File: config.mk
export PLATFORM = sky130hd
export DESIGN_NAME = hazard_scoreboard
export DESIGN_NICKNAME = d
export VERILOG_FILES = /design/src/rtl/hazard_scoreboard.sv
export SDC_FILE = /design/constraint.sdc
export NUM_CORES = 1
export LEC_CHECK = 0
export ABC_AREA = 1
export CORE_MARGIN = 2
export CORE_UTILIZATION = 45
export CTS_CLUSTER_DIAMETER = 100
export CTS_CLUSTER_SIZE = 28
export DETAILED_ROUTE_END_ITERATION = 6
export SLEW_MARGIN = 5
export SYNTH_ARGS = -nofsm -noshare
export SYNTH_HDL_FRONTEND = slang
export SYNTH_SLANG_ARGS = --single-unit
export TNS_END_PERCENT = 20
File: constraint.sdc
create_clock -name clk -period 6.5 [get_ports clk]
set_input_delay 1.3 -clock clk [delete_from_list [all_inputs] [get_ports clk]]
set_output_delay 1.3 -clock clk [all_outputs]
set_load 0.02 [all_outputs]
File: src/rtl/hazard_scoreboard.sv
// Hazard unit for the 5-stage pipeline: EX/MEM forwarding, load-use detection,
// per-register scoreboard for long-latency writers, and a saturating stall counter.
module hazard_scoreboard #(
  parameter int NREG   = 32,
  parameter int RA_W   = 5,
  parameter int LAT_W  = 4,
  parameter int PERF_W = 16
) (
  input  logic              clk,
  input  logic              rst_n,
  input  logic              d_valid,
  input  logic [RA_W-1:0]   d_rs1,
  input  logic [RA_W-1:0]   d_rs2,
  input  logic              d_use_rs1,
  input  logic              d_use_rs2,
  input  logic [RA_W-1:0]   d_rd,
  input  logic              d_regwrite,
  input  logic [LAT_W-1:0]  d_lat,
  input  logic              d_var_lat,
  input  logic [RA_W-1:0]   e_rs1,
  input  logic [RA_W-1:0]   e_rs2,
  input  logic              e_use_rs2,
  input  logic [RA_W-1:0]   e_rd,
  input  logic              e_regwrite,
  input  logic              e_memread,
  input  logic [RA_W-1:0]   m_rd,
  input  logic              m_regwrite,
  input  logic              m_memwrite,
  input  logic [RA_W-1:0]   m_rs2,
  input  logic [RA_W-1:0]   w_rd,
  input  logic              w_regwrite,
  input  logic              mc_wb_valid,
  input  logic [RA_W-1:0]   mc_wb_rd,
  input  logic              flush,
  output logic [1:0]        fwd_a,
  output logic [1:0]        fwd_b,
  output logic              fwd_c,
  output logic              stall,
  output logic              bubble_e,
  output logic [NREG-1:0]   sb_busy,
  output logic [PERF_W-1:0] stall_cnt
);

  logic [NREG-1:0]  busy;
  logic [NREG-1:0]  is_var;
  logic [LAT_W-1:0] cnt [NREG];

  logic hit1, hit2, load_use, raw, waw, hazard, issue;

  always_comb begin
    fwd_a = 2'b00;
    if (m_regwrite && m_rd != '0 && m_rd == e_rs1)      fwd_a = 2'b01;
    else if (w_regwrite && w_rd != '0 && w_rd == e_rs1) fwd_a = 2'b10;

    fwd_b = 2'b00;
    if (e_use_rs2) begin
      if (m_regwrite && m_rd != '0 && m_rd == e_rs2)      fwd_b = 2'b01;
      else if (w_regwrite && w_rd != '0 && w_rd == e_rs2) fwd_b = 2'b10;
    end

    fwd_c = m_memwrite && w_regwrite && (w_rd != '0) && (w_rd == m_rs2);
  end

  always_comb begin
    hit1     = d_use_rs1 && (d_rs1 != '0);
    hit2     = d_use_rs2 && (d_rs2 != '0);
    load_use = e_memread && e_regwrite && (e_rd != '0) &&
               ((hit1 && e_rd == d_rs1) || (hit2 && e_rd == d_rs2));
    raw      = (hit1 && busy[d_rs1]) || (hit2 && busy[d_rs2]);
    waw      = d_regwrite && (d_rd != '0) && busy[d_rd];
    hazard   = d_valid && (load_use || raw || waw);
    stall    = hazard && !flush;
    bubble_e = stall;
    issue    = d_valid && !stall && !flush && d_regwrite && (d_rd != '0) &&
               ((d_lat != '0) || d_var_lat);
  end

  assign sb_busy = busy;

  // Per entry: retire first, then an issue to the same index overrides.
  // WAW stalling guarantees the two never collide on a busy entry.
  always_ff @(posedge clk or negedge rst_n) begin
    if (!rst_n) begin
      busy   <= '0;
      is_var <= '0;
      for (int unsigned i = 0; i < NREG; i++) cnt[i] <= '0;
    end else begin
      for (int unsigned i = 0; i < NREG; i++) begin
        if (busy[i] && !is_var[i]) begin
          if (cnt[i] == LAT_W'(1)) busy[i] <= 1'b0;
          cnt[i] <= cnt[i] - 1'b1;
        end
        if (busy[i] && is_var[i] && mc_wb_valid && mc_wb_rd == RA_W'(i)) begin
          busy[i]   <= 1'b0;
          is_var[i] <= 1'b0;
        end
        if (issue && d_rd == RA_W'(i)) begin
          busy[i]   <= 1'b1;
          is_var[i] <= d_var_lat;
          cnt[i]    <= d_lat;
        end
      end
    end
  end

  always_ff @(posedge clk or negedge rst_n) begin
    if (!rst_n)                       stall_cnt <= '0;
    else if (stall && stall_cnt != '1) stall_cnt <= stall_cnt + 1'b1;
  end

endmodule

==> flow_summary.ini, run 1 <==
[synth]
ys_ff_latch = 208
ys_top_cells_by_area = dfrtp_1, nand2_1, inv_1
ys.warnings.count = 0
yosysTopAreaCell = dfrtp_1
syn-num-nets = 2085
ys_seq_area_share_pct = 36.5
syn-cell-area_um2 = 14200
yosys.area.top_type_share_pct = 36.5
synthCells = 1951
syn-mean-instance-area_um2 = 7.30
yosysUniqueCellTypes = 38

[sta]
finalHoldViolations = 0
fin_crit_sh_pct = 85.6
worst_slack_ns = 0.937
fin_hold_ws_ns = 0.518
relSlewSlack_pct = 33.7
fmax_mhz = 180
setup_violations = 0
rsz0062_at_grt = no
setup_tns_ns = 0
fin_skew_ns = 0.0247
tightestPinTransition_ns = 0.991
finalCriticalPeriod_ns = 5.56
maxSlewViolCount = 0

[clock_tree]
cts_tree = built
clk_latency_ns = 0.50
cts_htree_levels = 1
postCtsSetupBuffers = 0
root_buffer = clkbuf_16
clockBufferDepth = 3
clock-sinks = 208
ctsResizeCount = 0
clk_pin_slew_ns = 0.10
holdBufCountCts = 0
numCtsBuffers = 13

[placed_design]
dp.cells = 2428
globalplace.congestion = 0.917
place_ws_ns = 0.969
place_hpwl_um = 32500
place_area_um2 = 15800
port_buffers = 123

[final_layout]
final_layout_size_suffix_gt1_share_pct = 4.69
layout.nets = 2175
final_cell_mix = nand2_1, inv_1, nand3_1
final_common_cell = nand2_1
stdcell_count = 2449
antenna_cells = 0
areaGrowthSynthToFinish_pct = 14.3
final_cell_area_um2 = 16300
nFillCells = 3060

[global_routing]
grtUsageTotal_pct = 28.5
gr-total-overflow = 0
grt_antenna_before_repair = 0
grt_pass1_wl_um = 73900
grt_max_degree = 112
first_global_vias = 13300

[die]
io_pins = 124
die_area_um2 = 33100
std_cell_rows = 65
die_y_um = 182
initial_core_util_pct = 45.4
die_w_um = 182
core-area_um2 = 31400

[setup_path]
worstSetupEndpointType = primary output
worstPathRequired_ns = 5.20
path_class = in2out
path_cells = clkdlybuf4s50_1, nand2_1, inv_1, nand2_1, nand2_1, nor2_1, nor2_1, nor2_1, nand2_1, nand3_1, nand3_2, nor2_4, nor3_2, buf_4, clkdlybuf4s50_1
worstPathMaxFanout = 14
r2r-start = sb_busy[20]$_DFFE_PN0P_
startpoint_type = input pin
r2r_cells = 15
worstPathArrival_ns = 4.26
cp_top_family = buffers and inverters
cpMaxStageDelayCell = clkdlybuf4s50_1
r2r_setup_slack_ns = 3.29
cp_num_buf_inv = 4
max_stage_delay_ns = 0.80
worst_r2r_endpoint = cnt[112]$_DFFE_PN0P_
crit_path_frequent_cell = nand2_1

[detailed_routing]
viasPerCell = 5.54
wirelength_um = 46800
drtPass1Iterations = 6
ant_nets = 0
drc = 0
via_count = 13600
wl_per_cell_um = 19.1
drtIter0Drc = 1020

[pwr]
vdd_drop_max_mv = 0.199
combPwrFrac_pct = 36.4
p_sw_share_pct = 40.8
internal_power_uw = 2810
power.switching_uw = 1940
p_leak_uw = 0.00768
clockPowerShare_pct = 19.5
seq_power_share_pct = 44.0
powerDensity_nw_per_um2 = 292

[hold_path]
holdPathEnd = cnt[124]$_DFFE_PN0P_
hp-class = reg2reg
hp-start = cnt[124]$_DFFE_PN0P_
whs_path_depth = 1

[outcome]
status = completed

[job]
cap_violations = 0
metrics by stage:
stage,utilization (%),power [uW]
after detailed placement,50.5,3830
after global routing,51.8,5190
after floorplan,-,3230
after global placement,50.5,3770
final,51.8,4750
after CTS,51.8,4780
registers in the layout, indices dropped and copies added, names as in the netlist:
name	count
cnt	128
stall_cnt	16
sb_busy	32
is_var	32
logic make-up after synthesis:
kind of cell,share of synthesized area [%]
XOR/XNOR,8.36
buffers and inverters,10.2
AO/OA/AOI/OAI,4.93
flip-flops,36.5
AND/OR/NAND/NOR,34.2
adder cells (fa/ha/maj),5.71
area by class of cell:
type,count,area [um^2],share of cell area [%]
multi-input cells,1369,7580,46.6
flip-flops and latches,208,5200,32.0
repair buffers,144,1400,8.61
inverters,305,1140,7.03
well taps,402,503,3.09
clock buffers,15,343,2.11
clock inverters,6,96.3,0.592
how the worst max path moves through the flow:
| stage | start | depth (start not counted) | slack [ns] | end |
|---|---|---|---|---|
| CTS | d_rs1[0] | 12 | 0.98 | bubble_e |
| floorplan | d_rs1[0] | 13 | 2.23 | stall |
| global placement | d_rs1[0] | 12 | 1.03 | stall |
| global route | d_rs1[0] | 13 | 0.74 | stall |
| finish | d_rd[0] | 15 | 0.94 | bubble_e |
| detailed placement | d_rs1[0] | 12 | 0.97 | bubble_e |
routing by layer:
layer / vias to the layer above / track usage, % / routed length (um)
met1: 6457 / 39.0 / 20900
met3: 100 / 4.93 / 3280
met4: 0 / 10.3 / 1620
met2: 466 / 45.4 / 21000
met5: - / 0 / 0
li1: 6556 / - / -
Yosys cell counts, drive strengths merged:
cell and count:
a21boi 1, a21oi 19, a22oi 1, a311oi 1, a31oi 4, and2 2
buf 34, clkbuf 35, clkinv 2, dfrtp 208, ha 65, inv 303
nand2 422, nand3 218, nand3b 1, nand4 162, nor2 150, nor3 21
nor4 33, o2111ai 1, o211ai 9, o21ai 74, o22ai 1, o311ai 11
o41ai 1, or2 36, xnor2 39, xor2 97
power by group through the flow:
stage / Combinational, uW / Clock (uW) / Sequential (uW)
floorplan: 1200 / 0 / 2030
detailed placement: 1720 / 0 / 2110
finish: 1730 / 929 / 2090
global route: 2030 / 1010 / 2150
global placement: 1660 / 0 / 2100
CTS: 1730 / 957 / 2090
Note: power is estimated with default switching activity, not from simulation.
==> run 2, diff against run 1 <==
--- a/config.mk
+++ b/config.mk
@@ -13,2 +13,3 @@
 export DETAILED_ROUTE_END_ITERATION = 6
+export REMOVE_ABC_BUFFERS = 1
 export SLEW_MARGIN = 5
@@ -17,2 +18 @@
 export SYNTH_SLANG_ARGS = --single-unit
-export TNS_END_PERCENT = 20
==> constraint.sdc (replaced) <==
create_clock -name clk -period 6.5 [get_ports clk]
set_input_delay 1.625 -clock clk [delete_from_list [all_inputs] [get_ports clk]]
set_output_delay 1.625 -clock clk [all_outputs]
set_load 0.02 [all_outputs]
==> run 2 against run 1 <==
Wire length down 2.5%; flip-flop and latch count unchanged; sequential power about the same; clock power down 2%; non-clock buffer count unchanged; power down 0.84%; critical path depth down 1; clock skew down 0.0022 ns; highest routed layer is now met5; setup slack worse by 0.60 ns; combinational power about the same.
==> flow_summary.ini, run 2 (same netlist as run 1, synthesis figures left out) <==
[outcome]
status = completed

[setup_path]
path_cells = clkdlybuf4s50_1, nand2_1, inv_1, nand2_1, nand2_1, nor2_1, nor2_1, nor2_1, nand2_1, nand3_1, nand3_2, nor2_4, nor3_2, clkdlybuf4s50_1
worst_r2r_endpoint = cnt[22]$_DFFE_PN0P_
r2r_cells = 13
cpMaxStageDelayCell = clkdlybuf4s50_1
max_stage_delay_ns = 0.85
crit_path_frequent_cell = nand2_1
r2r-start = sb_busy[6]$_DFFE_PN0P_
startpoint_type = input pin
path_class = in2out
r2r_setup_slack_ns = 3.46
worstPathMaxFanout = 13
worstPathRequired_ns = 4.88
worstSetupEndpointType = primary output
worstPathArrival_ns = 4.54

[sta]
fin_skew_ns = 0.0226
setup_violations = 0
fmax_mhz = 162
finalHoldViolations = 0
worst_slack_ns = 0.339
maxSlewViolCount = 0
setup_tns_ns = 0
tightestPinTransition_ns = 0.991
fin_hold_ws_ns = 0.516
fin_crit_sh_pct = 94.8
finalCriticalPeriod_ns = 6.16
relSlewSlack_pct = 33.9
rsz0062_at_grt = no

[placed_design]
place_ws_ns = 0.417
port_buffers = 123
place_hpwl_um = 31700
globalplace.congestion = 0.940
place_area_um2 = 15800

[detailed_routing]
drtPass1Iterations = 5
wl_per_cell_um = 18.6
wirelength_um = 45600
drtIter0Drc = 1079
drc = 0
via_count = 13400
viasPerCell = 5.49
ant_nets = 0

[die]
die_w_um = 182
die_y_um = 182
std_cell_rows = 65
core-area_um2 = 31400
io_pins = 124
initial_core_util_pct = 45.4
die_area_um2 = 33100

[final_layout]
final_cell_mix = nand2_1, inv_1, nand3_1
final_layout_size_suffix_gt1_share_pct = 4.69
antenna_cells = 0
final_cell_area_um2 = 16200
final_common_cell = nand2_1
multiInputGateArea_um2 = 7580
nFillCells = 3126
seq_area_um2 = 5200
top_register = cnt
largest_reg_flops = 128
layout.nets = 2174
areaGrowthSynthToFinish_pct = 14.1

[global_routing]
grt_antenna_before_repair = 1
first_global_vias = 13000
grt_pass1_wl_um = 71800
grtUsageTotal_pct = 27.5
grt_max_degree = 126
gr-total-overflow = 0

[clock_tree]
clk_pin_slew_ns = 0.10
clk_latency_ns = 0.50
postCtsSetupBuffers = 0
holdBufCountCts = 0
root_buffer = clkbuf_16
numCtsBuffers = 12
cts_tree = built
ctsResizeCount = 0
cts_htree_levels = 1
clock-sinks = 208
clockBufferDepth = 3

[pwr]
powerDensity_nw_per_um2 = 290
p_leak_uw = 0.00767
vdd_drop_max_mv = 0.199

[hold_path]
hp-start = cnt[124]$_DFFE_PN0P_
holdPathEnd = cnt[124]$_DFFE_PN0P_
whs_path_depth = 1
hp-class = reg2reg

[job]
cap_violations = 0
==> run 2: cell count changes in the layout (fill, tap and decap cells not counted) <==
cell,delta
clkinv_8,-2
bufinv_16,+1
clkbuf_8,-1
clkinv_1,-1
clkinv_16,-1
clkinv_4,+1
clkinvlp_4,+1
inv_2,+1
inv_6,-1
inv_8,+1
==> run 2: area by class of cell <==
class / count / share of cell area, %
multi-input combinational: 1369 / 46.7
sequential: 208 / 32.0
timing repair buffer: 144 / 8.62
inverter: 305 / 7.05
tap: 402 / 3.10
clock buffer: 14 / 2.03
clock inverter: 6 / 0.508
==> run 2: worst max path at each step <==
stage	from	end	slack (ns)	depth (start not counted)
2_1_floorplan	d_rd[4]	bubble_e	1.28	7
3_3_place_gp	d_rd[1]	stall	0.42	14
3_5_place_dp	d_rd[0]	stall	0.42	14
4_1_cts	d_rd[0]	stall	0.40	14
5_1_grt	d_rd[0]	stall	0.13	14
6_report	d_rd[0]	stall	0.34	14
==> run 2: where the power goes <==
| part | internal (uW) | switching (uW) |
|---|---|---|
| sequential | 1690 | 393 |
| clock | 421 | 491 |
| combinational | 710 | 1010 |
| total | 2820 | 1890 |
==> run 2: worst max-delay path, delay by kind of cell <==
family | cells | cell delay [ns]
buffers and inverters | 3 | 1.69
and+or+nand+nor | 11 | 1.21
==> run 2: metrics by stage <==
step                total power (uW)  std cells  util [%]
detailed placement              3820       2428      50.5
global placement                3760       2428      50.5
CTS                             4740       2448      51.8
global route                    5120       2448      51.8
finish                          4710       2448      51.8
floorplan                       3200       1882         -
==> run 2: routing by layer <==
| layer | part of all wire, % | global-route usage [%] | routed length (um) | up-vias |
|---|---|---|---|---|
| met1 | 45 | 37.3 | 20300 | 6347 |
| met4 | 3.2 | 9.13 | 1440 | 2 |
| met5 | 0.024 | 0 | 11 | - |
| li1 | - | - | - | 6540 |
| met3 | 6.3 | 3.29 | 2880 | 92 |
| met2 | 46 | 46.0 | 21000 | 465 |
==> run 3, diff against run 2 <==
Settings changed: SETUP_SLACK_MARGIN set to 0.1.
==> results of run 3 <==
Final layout, timing and power as in run 2 (identical DEF).
